`config.mk`:
```
export PLATFORM = sky130hd
export DESIGN_NAME = led_page_scheduler
export DESIGN_NICKNAME = d
export VERILOG_FILES = /design/src/rtl/led_ctrl_pkg.sv /design/src/rtl/btn_debounce.sv /design/src/rtl/led_page_scheduler.sv
export SDC_FILE = /design/constraint.sdc
export NUM_CORES = 1
export LEC_CHECK = 0
export ABC_AREA = 1
export BUFFER_PORTS_ARGS = -buffer_cell sky130_fd_sc_hd__buf_2
export CAP_MARGIN = 10
export CORE_MARGIN = 2
export CORE_UTILIZATION = 55
export CTS_CLUSTER_SIZE = 10
export DETAILED_ROUTE_END_ITERATION = 8
export PLACE_DENSITY = 0.82
export SYNTH_ARGS = -nofsm -noshare
export SYNTH_HDL_FRONTEND = slang
export SYNTH_HIERARCHICAL = 1
export SYNTH_SLANG_ARGS = --single-unit
```
`constraint.sdc`:
```
create_clock -name clk -period 2.4 [get_ports clk]
set_input_delay 0.24 -clock clk [delete_from_list [all_inputs] [get_ports clk]]
set_output_delay 0.24 -clock clk [all_outputs]
set_load 0.02 [all_outputs]
```
`src/rtl/led_ctrl_pkg.sv`:
```
// led_ctrl_pkg: shared page constants, mode encoding and select width for the LED page scheduler.
package led_ctrl_pkg;
    localparam int SEL_W = 4;
    localparam logic [SEL_W-1:0] PAGE_A0    = 4'd0;
    localparam logic [SEL_W-1:0] PAGE_A1    = 4'd1;
    localparam logic [SEL_W-1:0] PAGE_A2    = 4'd2;
    localparam logic [SEL_W-1:0] PAGE_A3    = 4'd3;
    localparam logic [SEL_W-1:0] PAGE_B0    = 4'd4;
    localparam logic [SEL_W-1:0] PAGE_B1    = 4'd5;
    localparam logic [SEL_W-1:0] PAGE_B2    = 4'd6;
    localparam logic [SEL_W-1:0] PAGE_B3    = 4'd7;
    localparam logic [SEL_W-1:0] PAGE_FLAGS = 4'd8;
    localparam logic [SEL_W-1:0] PAGE_LAST  = PAGE_FLAGS;
    typedef enum logic {MODE_AUTO, MODE_MANUAL} mode_t;
endpackage

```
`src/rtl/btn_debounce.sv`:
```
// btn_debounce: 2-FF synchronizer plus stability counter; one-cycle pulse on an accepted rising level.
module btn_debounce #(
    parameter int DEBOUNCE_CYCLES = 1_000_000
) (
    input  logic clk,
    input  logic rst_n,
    input  logic btn_raw,
    output logic press_pulse
);
    localparam int CW = $clog2(DEBOUNCE_CYCLES + 1);
    logic s1, s2, lvl, done;
    logic [CW-1:0] cnt;
    // Pulse is decoded from registered state so the consumer reacts on the acceptance edge.
    assign done = (s2 != lvl) && (cnt == CW'(DEBOUNCE_CYCLES - 1));
    assign press_pulse = done && s2;
    always_ff @(posedge clk or negedge rst_n) begin
        if (!rst_n) begin
            s1  <= 1'b0;
            s2  <= 1'b0;
            lvl <= 1'b0;
            cnt <= '0;
        end else begin
            s1 <= btn_raw;
            s2 <= s1;
            if (s2 == lvl) cnt <= '0;
            else if (done) begin
                lvl <= s2;
                cnt <= '0;
            end else cnt <= cnt + 1'b1;
        end
    end
endmodule

```
`src/rtl/led_page_scheduler.sv`:
```
// led_page_scheduler: AUTO/MANUAL page sequencer for the LED mux with a freezable operand/flag snapshot.
module led_page_scheduler
    import led_ctrl_pkg::*;
#(
    parameter int DWELL_CYCLES    = 50_000_000,
    parameter int DEBOUNCE_CYCLES = 1_000_000,
    parameter int NUM_PAGES       = 9
) (
    input  logic             clk,
    input  logic             rst_n,
    input  logic             btn_next,
    input  logic             btn_mode,
    input  logic             btn_freeze,
    input  logic [31:0]      dina_in,
    input  logic [31:0]      dinb_in,
    input  logic             ofa_in,
    input  logic             zfa_in,
    output logic [31:0]      dina_out,
    output logic [31:0]      dinb_out,
    output logic             ofa_out,
    output logic             zfa_out,
    output logic [SEL_W-1:0] sela,
    output logic             auto_mode,
    output logic             frozen
);
    localparam int DW = $clog2(DWELL_CYCLES);
    logic next_pulse, mode_pulse, freeze_pulse;
    mode_t mode, mode_n;
    logic [SEL_W-1:0] sela_n, sela_inc;
    logic [DW-1:0] dwell, dwell_n;

    btn_debounce #(.DEBOUNCE_CYCLES(DEBOUNCE_CYCLES)) u_next (
        .clk(clk), .rst_n(rst_n), .btn_raw(btn_next), .press_pulse(next_pulse));
    btn_debounce #(.DEBOUNCE_CYCLES(DEBOUNCE_CYCLES)) u_mode (
        .clk(clk), .rst_n(rst_n), .btn_raw(btn_mode), .press_pulse(mode_pulse));
    btn_debounce #(.DEBOUNCE_CYCLES(DEBOUNCE_CYCLES)) u_freeze (
        .clk(clk), .rst_n(rst_n), .btn_raw(btn_freeze), .press_pulse(freeze_pulse));

    assign sela_inc  = (sela == PAGE_LAST) ? PAGE_A0 : sela + 1'b1;
    assign auto_mode = (mode == MODE_AUTO);

    // A mode pulse wins over both the dwell terminal count and a next pulse.
    always_comb begin
        mode_n  = mode;
        sela_n  = sela;
        dwell_n = '0;
        if (mode_pulse) mode_n = (mode == MODE_AUTO) ? MODE_MANUAL : MODE_AUTO;
        else if (mode == MODE_AUTO) begin
            dwell_n = (dwell == DW'(DWELL_CYCLES - 1)) ? '0 : dwell + 1'b1;
            sela_n  = (dwell == DW'(DWELL_CYCLES - 1)) ? sela_inc : sela;
        end else sela_n = next_pulse ? sela_inc : sela;
    end

    always_ff @(posedge clk or negedge rst_n) begin
        if (!rst_n) begin
            mode  <= MODE_AUTO;
            sela  <= PAGE_A0;
            dwell <= '0;
        end else begin
            mode  <= mode_n;
            sela  <= sela_n;
            dwell <= dwell_n;
        end
    end

    // The freeze pulse cycle still loads, so the held value is that cycle's inputs.
    always_ff @(posedge clk or negedge rst_n) begin
        if (!rst_n) begin
            frozen   <= 1'b0;
            dina_out <= '0;
            dinb_out <= '0;
            ofa_out  <= 1'b0;
            zfa_out  <= 1'b0;
        end else begin
            if (freeze_pulse) frozen <= !frozen;
            if (!frozen) begin
                dina_out <= dina_in;
                dinb_out <= dinb_in;
                ofa_out  <= ofa_in;
                zfa_out  <= zfa_in;
            end
        end
    end

    if (NUM_PAGES != 9) begin : g_bad_pages
        $error("NUM_PAGES must be 9");
    end
endmodule

```
After elaboration in Yosys (flattened, before gate mapping):

Cells that the tools add are included.

* register bits after elaboration: 167
* input port bits: 71
* output and inout bits: 72

* $add $sub $neg: 5
* equal/unequal tests: 12
* mux-type cells: 14
* bitwise operators: 5
* reductions and logical operators: 12

Operators with widths (number)
* $mux 20: 6
* $mux 26: 3
* $add 20x1->20 const B: 3
* $eq 20x20->1 const B: 3
* $add 26x1->26 const B: 1
* $eq 26x26->1 const B: 1
* $mux 4: 4
* $logic_and 1x1->1: 6
* $reduce_and 2->1: 3
* $not 1->1: 5
* $add 4x1->4 const B: 1
* $eq 4x4->1 const B: 1
* $eq 1x1->1: 3
* $ne 1x1->1: 3
* $reduce_and 3->1: 1
* $ne 2x2->1 const B: 1
* $reduce_bool 2->1: 1
* $logic_not 1->1: 1
* $mux 1: 1

Logic depth before layout (Yosys ltp):

Gate-level depths: netlist of the first run.

* depth after elaboration: 5
* gate-level depth with buffers: 11

By module:

The synthesis of the first run kept the hierarchy.

Modules (own cells, without submodules)
* led_page_scheduler: times used 1, cells an instance 398, area an instance 4340.4 um^2, seq. area each 2452.4 um^2
* btn_debounce at u_freeze ...: times used 2, cells an instance 165, area an instance 1291.2 um^2, seq. area each 575.6 um^2
* btn_debounce at u_mode: times used 1, cells an instance 165, area an instance 1272.5 um^2, seq. area each 575.6 um^2

Worst setup path before layout of the first run:

No wires, ideal clock.

* path type: flip-flop to flip-flop
* from: register u_mode.cnt[0]
* to: register dwell[10]
* library setup time: 0.121 ns
* arrival: 1.691 ns
* setup slack: 0.588 ns
* stages on the path, launching flop included: 12
* path buffers: 1
* path through: dfrtp_1 -> ha_1 -> nand3_1 -> nor2_1 -> nand4_1 -> nor3_1 -> inv_1 -> nand2_1 -> nor2_4 -> inv_6 -> buf_12 -> nor2_2

* longest elaborated chain between the ends: 4

RTL lines
* start, declared: RTL line btn_debounce.sv:12 `logic [CW-1:0] cnt;`
* start signal, assigned: RTL line btn_debounce.sv:29 `end else cnt <= cnt + 1'b1;`
* $eq 20x20->1: RTL line btn_debounce.sv:14 `assign done = (s2 != lvl) && (cnt == CW'(DEBOUNCE_CYCLES - 1));`
* $logic_and 1x1->1: RTL line btn_debounce.sv:14
* $logic_and 1x1->1: RTL line btn_debounce.sv:15 `assign press_pulse = done && s2;`
* net mode_pulse: RTL line led_page_scheduler.sv:27 `logic next_pulse, mode_pulse, freeze_pulse;`
* $mux 26: RTL line led_page_scheduler.sv:47 `if (mode_pulse) mode_n = (mode == MODE_AUTO) ? MODE_MANUAL : MODE_AUTO;`
* net dwell_n[10]: RTL line led_page_scheduler.sv:30 `logic [DW-1:0] dwell, dwell_n;`
* end signal, assigned: RTL line led_page_scheduler.sv:62 `dwell <= dwell_n;`
* end, declared: RTL line led_page_scheduler.sv:30

The timed path passes the listed nets, and every way through them passes these cells.
A chain may end at the register's enable or synchronous reset.

Final worst setup path of the first run:

* from: register u_next.cnt[0]
* to: register sela[0]

* longest elaborated chain between the ends: 5

RTL lines
* start, declared: RTL line btn_debounce.sv:12
* start signal, assigned: RTL line btn_debounce.sv:29
* $eq 20x20->1: RTL line btn_debounce.sv:14
* $logic_and 1x1->1: RTL line btn_debounce.sv:14
* $logic_and 1x1->1: RTL line btn_debounce.sv:15
* net next_pulse: RTL line led_page_scheduler.sv:27
* $ne 2x2->1 (no line)
* $reduce_and 3->1 (no line)
* end signal, assigned: RTL line led_page_scheduler.sv:61 `sela <= sela_n;`
* end, declared: RTL line led_page_scheduler.sv:22 `output logic [SEL_W-1:0] sela,`

The timed path passes the listed nets, and every way through them passes these cells.

==> out/metrics.yaml, run 1 <==
status:
  outcome: "complete, no violations"
place:
  port_buffers: 142
  hpwl_microns: 13200
  gp_congestion: 0.917
  place_inst: 1215
pwr:
  clkPwrFrac: 0.463
  powerDensity_nw_per_um2: 630
  switchingPower_mw: 1.53
  p_seq_frac: 0.474
  peakVddDrop_mv: 0.586
  p_leak_nw: 4.61
  p_sw_frac: 0.248
  comb_power_share: 0.062
  intPower_mw: 4.64
final_layout:
  antennaDiodeCount: 0
  final_nets: 1131
  utilization: 0.675
  final_cells: 1251
  layout-drive-gt1-share: 0.301
  area_growth_pct: 19.6
die:
  initial_core_util: 0.564
  fp-row-count: 44
  die_x_microns: 126
  core_area_sq_um: 14500
  die_y_microns: 126
  die_area_sq_um: 15900
  io_pins: 143
worst_setup_path:
  worst-path-buf-inv: 0
  cp-startpoint: "u_next/cnt[0]"
  rr_worst_depth: 10
  cp_max_fo: 5
  startpoint_type: "flop"
  cp.arrival_ns: 2.39
  rr_startpoint: "u_next/cnt[0]"
  cp_slowest_stage_delay_ns: 0.35
  path_depth: 10
  rrSetupSlack_ns: 0.33
  worst_ep_required_time_ns: 2.72
  critPathSlowestCell: "dfrtp_1"
  path_cells: "ha_1, nand3_1, nor2_1, nand4_1, nor3_1, nor2_1, nor2_1, nand2_1, nand2_1, nand2_1"
  crit_path_end: "sela[0]"
  timing.rr.end: "sela[0]"
  path_class: "reg2reg"
  critPathCaptureType: "flop"
  cp_top_family: "simple AND/OR/NAND/NOR gates"
clock_network:
  path_clk_slew_ns: 0.08
  cts_setup_buffers: 0
  cts_root_buf: "clkbuf_16"
  clk_path_buf_depth: 2
  cts_hold_buf: 4
  htreeDepth: 4
  clock-sinks: 167
  cts_buffers: 17
  clk_latency_ns: 0.44
  cts_resized: 0
  cts_tree: "built"
detailed_routing:
  firstDrtPassIters: 5
  vias_per_cell: 5.20
  drtIter0Drc: 361
  vias: 6507
  detail-route-antenna-nets: 0
  drt_wl_total_microns: 18100
  drcViolationCount: 0
  wl_per_cell_microns: 14.5
sta:
  min_period_ns: 2.07
  period_share: 0.861
  fmax_ghz: 0.484
  finClkSkew_ns: 0.0131
  setup_viol: 0
  rsz0062_at_grt: "no"
  setup_tns_ns: 0
  slew_headroom: 0.630
  final_max_slew_viol_count: 0
  worst_pin_slew_ns: 0.555
  hold_viol: 0
hold_path:
  hold_path.class: "in2reg"
grt:
  first_global_vias: 6684
  grt_start_max_net_pins: 60
  grt_first_pass_wirelength_microns: 31100
  grt_usage: 0.241
  grt-ovfl-total: 0
  antenna_found_initial: 1
synthesis:
  ys_top_cells_by_count: "nand2_1 (172), dfrtp_1 (167), nor2_1 (147), inv_1 (77), nand3_1 (74)"
  async_flop_share: 1.00
  synth_edf_count: 0
  yosysTopAreaCellShare: 0.510
  synth_ff_type: "dfrtp_1"
  synth_area_per_cell_sq_um: 9.18
  ys_seq_area_frac: 0.510
  synth_area_leaders: "dfrtp_1 (51%), mux2_2 (9.1%), nand2_1 (7.9%)"
  syn_area_sq_um: 8200
  synth_most_common_cell: "nand2_1"
  synth_cells: 893
  synthesis.nets: 970
  yosys.area.top_type: "dfrtp_1"
  synth-seq-cells: 167
  synth_warnings: 6
  synthDistinctLibCells: 29
flow_run:
  maxCapViolCount: 0
==> power by group through the flow <==
stage	combinational [mW]	sequential, mW	clock [mW]
6_report	0.385	2.93	2.86
2_1_floorplan	0.100	3.05	0
3_5_place_dp	0.385	2.98	0
3_3_place_gp	0.371	2.97	0
5_1_grt	0.421	2.94	3.04
4_1_cts	0.393	2.93	2.91
==> placed cells by master (no fill, tap or decap), types with 2 or more instances in the layout <==
cell           synthesis  routed
clkbuf_16              0      17
nand3_2                3       3
mux2_2                66      66
nand2_2               11      11
buf_2                  7     141
inv_2                  3       3
or2_2                  3       3
a21oi_1               14      14
nor2_4                14      14
dlygate4sd3_1          0       4
inv_1                 77      77
nor2_2                30      30
xor2_1                36      36
o21ai_0                4       4
buf_12                 1       2
nand2_4                2       2
clkinv_8               0       3
nand3_1               74      74
o21ai_2                3       3
o21ai_1                3       3
xnor2_1               10      10
nor3_1                14      14
inv_6                  1       4
dfrtp_1              167     166
inv_8                  0       5
nand4_1               17      17
nand2_1              172     172
nor2_1               147     147
bufinv_16              0       2
ha_1                   6       6
buf_4                  3       8
==> through the flow <==
| step | hold WS, ns | total power [mW] | area [sq um] | setup slack [ns] |
|---|---|---|---|---|
| 5_1_grt | 0.00401 | 6.40 | 9800 | 0.117 |
| 4_1_cts | 0.0105 | 6.23 | 9800 | 0.339 |
| 3_3_place_gp | 0.239 | 3.35 | 9130 | 0.479 |
| 2_1_floorplan | -0.0556 | 3.15 | 8200 | 0.588 |
| 3_5_place_dp | 0.238 | 3.37 | 9130 | 0.362 |
| 6_report | 0.0254 | 6.17 | 9800 | 0.332 |
==> routing by layer <==
metal / up-vias / GRT usage / share of wire
met5: - / 0 / 0.00094
met4: 2 / 0.0705 / 0.018
met3: 36 / 0.0752 / 0.058
met2: 203 / 0.410 / 0.50
met1: 3103 / 0.299 / 0.42
li1: 3163 / - / -
==> area by class of cell <==
type                    instances  area, sq um
flip-flops and latches        167         4180
well taps                     184          230
multi-input cells             631         3600
clock inverters                15          205
fillers                      1155         4730
repair buffers                156          857
inverters                      81          309
clock buffers                  17          425
==> state kept, by name, indices dropped and copies added (netlist names), 4 cells and up <==
register      count
dina_out         32
dinb_out         32
dwell            26
u_freeze/cnt     20
u_mode/cnt       20
u_next/cnt       20
sela              4
==> kinds of logic (layout without fill, tap and decap cells) <==
| family | Yosys count | count (layout) | synth area share |
|---|---|---|---|
| mux | 66 | 66 | 0.0907 |
| simple gates | 489 | 489 | 0.274 |
| flops | 167 | 167 | 0.510 |
| fa+ha+maj | 6 | 6 | 0.00916 |
| xor+xnor | 46 | 46 | 0.0492 |
| buf+inv | 95 | 269 | 0.0513 |
| compound gates | 24 | 24 | 0.0160 |
==> how the worst min path moves through the flow <==
stage	end	start	slack (ns)	cells past startpoint
6_report	dina_out[9]	dina_in[9]	0.03	2
5_1_grt	dina_out[4]	dina_in[4]	0.004	2
4_1_cts	dinb_out[29]	dinb_in[29]	0.01	2
3_5_place_dp	u_next/cnt[12]	rst_n	0.24	1
3_3_place_gp	u_next/cnt[12]	rst_n	0.24	1
2_1_floorplan	dina_out[0]	rst_n	-0.06	0
Power figures use the tool's default switching activity.
==> run 2: changes to the inputs <==
Settings changed: ABC_AREA 1 to 0, SLEW_MARGIN from default to 10.
==> out/metrics.yaml, run 2 <==
status:
  outcome: "complete, no violations"  # unchanged
synthesis:
  synth_most_common_cell: "dfrtp_1"  # was nand2_1
  async_flop_share: 1.00  # unchanged
  synth_fa_ha_area_frac: 0.00986  # was 0.00916
  synth_top_family_by_area: "simple AND/OR/NAND/NOR gates"  # unchanged
  synth-xor-area-share: 0.0656  # was 0.0492
  syn_area_sq_um: 7610  # was 8200 sq um
  yosys.area.top_type: "dfrtp_1"  # unchanged
  synth-seq-cells: 167  # unchanged
  synthMuxAreaShare: 0.110  # was 0.0907
  synth_area_per_cell_sq_um: 11.9  # was 9.18 sq um
  synth_area_leaders: "dfrtp_1 (55%), mux2_2 (9.9%), xor2_1 (3.5%)"  # was dfrtp_1 (51%), mux2_2 (9.1%), nand2_1 (7.9%)
  ys_top_cells_by_count: "dfrtp_1 (167), mux2_2 (67), nor2_1 (65), nand2_1 (32), xor2_1 (30)"  # was nand2_1 (172), dfrtp_1 (167), nor2_1 (147), inv_1 (77), nand3_1 (74)
  synth_compound_area_frac: 0.0579  # was 0.0160
  synthDistinctLibCells: 48  # was 29
  synth_cells: 639  # was 893
  synthesis.nets: 716  # was 970
  ys_seq_area_frac: 0.549  # was 0.510
  synth_ff_type: "dfrtp_1"  # unchanged
  synth_edf_count: 0  # unchanged
  synthSimpleGateAreaFrac: 0.190  # was 0.274
  synth_warnings: 6  # unchanged
  yosysTopAreaCellShare: 0.549  # was 0.510
worst_setup_path:
  startpoint_type: "flop"  # unchanged
  path_class: "reg2reg"  # unchanged
  rrSetupSlack_ns: 0.12  # was 0.33 ns
  cp_max_fo: 2  # was 5
  rr_worst_depth: 7  # was 10
  cp_top_family: "simple AND/OR/NAND/NOR gates"  # unchanged
  rr_startpoint: "u_next/cnt[8]"  # was u_next/cnt[0]
  worst_ep_required_time_ns: 2.71  # was 2.72 ns
  cp_slowest_stage_delay_ns: 0.52  # was 0.35 ns
  path_cells: "nor4_2, nand4_2, or4_4, nor3b_2, nand2_1, o32ai_2, mux2_2"  # was ha_1, nand3_1, nor2_1, nand4_1, nor3_1, nor2_1, nor2_1, nand2_1, nand2_1, nand2_1
  worst-path-buf-inv: 0  # unchanged
  timing.rr.end: "sela[1]"  # was sela[0]
  cp.arrival_ns: 2.59  # was 2.39 ns
  critPathCaptureType: "flop"  # unchanged
  critPathSlowestCell: "or4_4"  # was dfrtp_1
grt:
  met1_usage: 0.304  # was 0.299
  grt_use_met3: 0.0646  # was 0.0752
  grt_usage: 0.250  # was 0.241
  first_global_vias: 6033  # was 6,684
  grt_start_max_net_pins: 61  # was 60
  grt_first_pass_wirelength_microns: 29000  # was 31,100 microns
  antenna_found_initial: 0  # was 1
  grt-ovfl-total: 0  # unchanged
  top_usage_layer: "met2"  # unchanged
  grt_use_met2: 0.423  # was 0.410
final_layout:
  utilization: 0.704  # was 0.675
  regArea_sq_um: 4180  # unchanged
  final_cells: 1008  # was 1,251
  area_growth_pct: 24.0  # was 19.6%
  final_nets: 896  # was 1,131
  fillers: 910  # was 1,155
  reg.largest.list: "dina_out: 32 flops, dinb_out: 32 flops, dwell: 26 flops"  # unchanged
  antennaDiodeCount: 0  # unchanged
  layout_common_cells: "dfrtp_1 (166), buf_2 (141), mux2_2 (67), nor2_1 (65)"  # was nand2_1 (172), dfrtp_1 (166), nor2_1 (147), buf_2 (141), inv_1 (77)
  multi_input_area_sq_um: 3320  # was 3600 sq um
  layout-drive-gt1-share: 0.377  # was 0.301
  final_common_cell: "dfrtp_1"  # was nand2_1
detailed_routing:
  wl_per_cell_microns: 17.1  # was 14.5 microns
  firstDrtPassIters: 4  # was 5
  vias_per_cell: 5.66  # was 5.20
  vias: 5710  # was 6,507
  drt_wl_total_microns: 17200  # was 18,100 microns
  drcViolationCount: 0  # unchanged
  detail-route-antenna-nets: 0  # unchanged
  drtIter0Drc: 393  # was 361
clock_network:
  path_clk_slew_ns: 0.07  # was 0.08 ns
  clk_latency_ns: 0.43  # was 0.44 ns
  clk_path_buf_depth: 2  # unchanged
  cts_setup_buffers: 0  # unchanged
  cts_tree: "built"  # unchanged
  cts_buffers: 17  # unchanged
  clock-sinks: 167  # unchanged
  cts_root_buf: "clkbuf_16"  # unchanged
  htreeDepth: 4  # unchanged
pwr:
  p_seq_frac: 0.478  # was 0.474
  powerDensity_nw_per_um2: 651  # was 630 nW/um^2
  intPower_mw: 4.71  # was 4.64 mW
  peakVddDrop_mv: 0.516  # was 0.586 mV
  switchingPower_mw: 1.43  # was 1.53 mW
  p_leak_nw: 4.15  # was 4.61 nW
  p_sw_frac: 0.234  # was 0.248
  power_mw: 6.14  # was 6.17 mW
  comb_power_share: 0.061  # was 0.062
  clkPwrFrac: 0.461  # was 0.463
place:
  pre_cts_ws_ns: 0.0135  # was 0.362 ns
  place_inst: 972  # was 1,215
  port_buffers: 142  # unchanged
  hpwl_microns: 12100  # was 13,200 microns
  gp_congestion: 0.880  # was 0.917
hold_path:
  hold_depth: 2  # unchanged
  min_to: "dina_out[28]"  # was dina_out[9]
  hold_path.class: "in2reg"  # unchanged
  hp-start: "dina_in[28]"  # was dina_in[9]
sta:
  slew_headroom: 0.604  # was 0.630
  hold_viol: 0  # unchanged
  min_period_ns: 2.28  # was 2.07 ns
  fmax_ghz: 0.439  # was 0.484 GHz
  worst_pin_slew_ns: 0.594  # was 0.555 ns
  finClkSkew_ns: 0.00685  # was 0.0131 ns
  final_max_slew_viol_count: 0  # unchanged
  setup_slack_ns: 0.120  # was 0.332 ns
  period_share: 0.950  # was 0.861
  rsz0062_at_grt: "no"  # unchanged
  setup_viol: 0  # unchanged
  setup_tns_ns: 0  # unchanged
flow_run:
  maxCapViolCount: 0  # unchanged
die:
  die_x_microns: 122  # was 126 microns
  io_pins: 143  # unchanged
  die_y_microns: 122  # was 126 microns
  core_area_sq_um: 13400  # was 14,500 sq um
  die_area_sq_um: 14800  # was 15,900 sq um
  fp-row-count: 42  # was 44
  initial_core_util: 0.568  # was 0.564
-- run 2: cell count changes after synthesis, moves of 10 or more --
| cell | before | now |
|---|---|---|
| nand3_1 | 74 | 24 |
| xnor2_1 | 10 | 27 |
| or4_1 | 0 | 18 |
| a21oi_1 | 14 | 26 |
| o31ai_1 | 0 | 14 |
| nor2_2 | 30 | 0 |
| nor2_1 | 147 | 65 |
| inv_1 | 77 | 12 |
| nor2_4 | 14 | 0 |
| and3_1 | 0 | 10 |
| clkbuf_1 | 0 | 12 |
| nand2_2 | 11 | 0 |
| nand2_1 | 172 | 32 |
-- run 2: worst reg2reg max path: stages, from the launching register on --
cell	delay, ns
dfrtp_1	0.39
nor4_2	0.31
nand4_2	0.17
or4_4	0.52
nor3b_2	0.17
nand2_1	0.10
o32ai_2	0.14
mux2_2	0.36
-- run 2: stage by stage --
step / instance area (sq um) / hold slack, ns
CTS: 9430 / 0.0246
finish: 9440 / 0.0388
floorplan: 7620 / -0.0556
global placement: 8760 / 0.248
detailed placement: 8760 / 0.261
global route: 9440 / 0.0203
-- run 2: per-layer routing --
layer,up-vias,part of all wire
met1,2832,0.42
met5,-,0
met3,34,0.050
met2,164,0.51
li1,2680,-
met4,0,0.024
-- run 2: layout make-up --
cell class / count / share of cell area
Clock buffer: 17 / 0.0451
Clock inverter: 15 / 0.0203
Timing Repair Buffer: 181 / 0.112
Tap cell: 176 / 0.0233
Inverter: 12 / 0.00477
Sequential cell: 167 / 0.443
Multi-Input combinational cell: 440 / 0.352
-- run 2: how the worst max path moves through the flow --
stage / slack, ns / cells after the start / from / to
detailed placement: 0.01 / 7 / u_next/cnt[10] / sela[1]
CTS: 0.01 / 7 / u_next/cnt[10] / sela[1]
floorplan: 0.03 / 9 / u_mode/cnt[10] / dwell[10]
global placement: 0.05 / 7 / u_next/cnt[10] / sela[1]
finish: 0.12 / 7 / u_next/cnt[8] / sela[1]
global route: 0.0007 / 5 / dwell[0] / dwell[22]
-- run 2: cells by family after synthesis --
group	count (synthesis)
compound gates	62
simple gates	241
flops	167
mux	74
fa+ha+maj	6
xor+xnor	57
buf+inv	32
-- run 2: what timing repair did --
item                                   CTS  global route
endpoints found under the hold margin   60             0
pin swaps                                0             2
hold buffers                             4             0
resized for setup                        1             2
setup endpoints to repair                1             3
-- run 2: power groups by stage --
stage	combinational [mW]	clock (mW)	sequential (mW)
floorplan	0.0897	0	3.05
global placement	0.359	0	2.98
detailed placement	0.371	0	2.98
CTS	0.380	2.88	2.93
global route	0.407	3.01	2.94
finish	0.373	2.83	2.94
==> run 3: changes to the inputs <==
Settings changed: RECOVER_POWER from default to 25.
==> out/metrics.yaml, run 3 (synthesis results as in run 2) <==
clock_network:
  cts_root_buf: "clkbuf_16"  # unchanged
  clock-sinks: 167  # unchanged
  path_clk_slew_ns: 0.07  # about the same
  cts_tree: "built"  # unchanged
  clk_path_buf_depth: 2  # unchanged
  clk_latency_ns: 0.43  # about the same
  cts_buffers: 17  # unchanged
  cts_setup_buffers: 0  # unchanged
  htreeDepth: 4  # unchanged
detailed_routing:
  detail-route-antenna-nets: 0  # unchanged
  vias: 5722  # was 5,710
  drcViolationCount: 0  # unchanged
  drt_wl_total_microns: 17200  # about the same
  drtIter0Drc: 393  # unchanged
  vias_per_cell: 5.68  # was 5.66
  wl_per_cell_microns: 17.1  # about the same
  firstDrtPassIters: 4  # unchanged
status:
  violations: "capacitance limit, slew limit"
  outcome: "complete, but fails checks"  # was complete, no violations
sta:
  final_max_slew_viol_count: 59  # was 0
  hold_ws_ns: 0.0387  # was 0.0388 ns
  worst_pin_slew_ns: 1.59  # was 0.594 ns
  hold_viol: 0  # unchanged
  period_share: 0.952  # was 0.950
  fmax_ghz: 0.438  # was 0.439 GHz
  rsz0062_at_grt: "no"  # unchanged
  setup_tns_ns: 0  # unchanged
  finClkSkew_ns: 0.00682  # was 0.00685 ns
  slew_headroom: -0.0608  # was 0.604
  setup_viol: 0  # unchanged
  min_period_ns: 2.28  # about the same
die:
  fp-row-count: 42  # unchanged
  io_pins: 143  # unchanged
  core_area_sq_um: 13400  # unchanged
  die_area_sq_um: 14800  # unchanged
  initial_core_util: 0.568  # unchanged
  die_y_microns: 122  # unchanged
  die_x_microns: 122  # unchanged
final_layout:
  layout-drive-gt1-share: 0.376  # was 0.377
  layout_common_cells: "dfrtp_1 (166), buf_2 (140), mux2_2 (67), nor2_1 (65)"  # was dfrtp_1 (166), buf_2 (141), mux2_2 (67), nor2_1 (65)
  fillers: 912  # was 910
  multi_input_area_sq_um: 3320  # unchanged
  final_nets: 896  # unchanged
  final_common_cell: "dfrtp_1"  # unchanged
  area_growth_pct: 23.9  # was 24.0%
  reg.largest.list: "dina_out: 32 flops, dinb_out: 32 flops, dwell: 26 flops"  # unchanged
  antennaDiodeCount: 0  # unchanged
  utilization: 0.704  # about the same
  regArea_sq_um: 4180  # unchanged
flow_run:
  maxCapViolCount: 1  # was 0
worst_setup_path:
  critPathCaptureType: "flop"  # unchanged
  path_cells: "nor4_2, nand4_2, or4_4, nor3b_2, nand2_1, o32ai_2, mux2_2"  # unchanged
  rrSetupSlack_ns: 0.12  # about the same
  path_class: "reg2reg"  # unchanged
  worst_ep_required_time_ns: 2.71  # about the same
  cp.arrival_ns: 2.60  # was 2.59 ns
  critPathSlowestCell: "or4_4"  # unchanged
  startpoint_type: "flop"  # unchanged
  cp_max_fo: 2  # unchanged
  cp_slowest_stage_delay_ns: 0.52  # about the same
place:
  hpwl_microns: 12100  # unchanged
  port_buffers: 142  # unchanged
  gp_congestion: 0.880  # unchanged
hold_path:
  hold_path.class: "in2reg"  # unchanged
grt:
  grt_first_pass_wirelength_microns: 29000  # unchanged
  first_global_vias: 6033  # unchanged
  grt_usage: 0.250  # unchanged
  grt-ovfl-total: 0  # unchanged
  grt_start_max_net_pins: 61  # unchanged
  antenna_found_initial: 0  # unchanged
pwr:
  powerDensity_nw_per_um2: 651  # about the same
  peakVddDrop_mv: 0.516  # about the same
  p_leak_nw: 4.15  # about the same
==> run 3: cell types whose count changed in the layout (fill, tap and decap cells not counted) <==
cell      before  now
buf_2        141  140
buf_6          1    0
clkbuf_1       0    1
clkbuf_2       0    1
==> run 3: path summary, 6_finish.rpt <==
path / from / to / cells after the start
setup / recovery: u_next/cnt[8] / sela[1] / 7
hold / removal: dina_in[28] / dina_out[28] / 2
setup reg to reg: u_next/cnt[8] / sela[1] / 7
hold reg to reg: u_mode/s1 / u_mode/s2 / 0
max in group asynchronous: rst_n / u_next/cnt[8] / 3
min in group asynchronous: rst_n / dwell[25] / 2
==> run 3: area by class of cell <==
cell class / instances / share of cell area
clock buffers: 17 / 0.0451
well taps: 176 / 0.0234
repair buffers: 181 / 0.111
multi-input cells: 440 / 0.352
flip-flops and latches: 167 / 0.443
inverters: 12 / 0.00478
clock inverters: 15 / 0.0203
==> run 3: metal layers <==
layer	GRT usage	vias up	share of wire
li1	-	2680	-
met1	0.304	2835	0.42
met2	0.423	173	0.51
met3	0.0646	34	0.050
met4	0.106	0	0.024
met5	0	-	0
==> run 3: what timing repair did <==
action,in CTS,in global routing
endpoints found under the setup margin,1,3
hold buffers,4,0
pin swaps,0,2
gates cloned,0,0
hold endpoints to repair,60,0
resized for setup,1,2
==> run 3: power by group <==
part           switching [mW]  internal (mW)  leakage (nW)
combinational           0.216          0.155          1.71
clock                    1.17           1.66         0.297
sequential             0.0470           2.89          2.14
total                    1.44           4.70          4.15
==> run 3: critical path: cells and delay by family (launching register included) <==
kind / cells / cell delay (ns)
compound gates: 1 / 0.14
mux: 1 / 0.36
simple gates: 5 / 1.28
flops: 1 / 0.39
==> run 3: per-stage QoR <==
stage                     instances  total power [mW]  setup slack (ns)  cell area (sq um)
after floorplan                 639              3.14            0.0332               7620
after global placement          972              3.34            0.0472               8760
after detailed placement        972              3.36            0.0135               8760
after CTS                      1008              6.20            0.0136               9430
after global routing           1008              6.36          0.000714               9430
final                          1008              6.14             0.115               9430
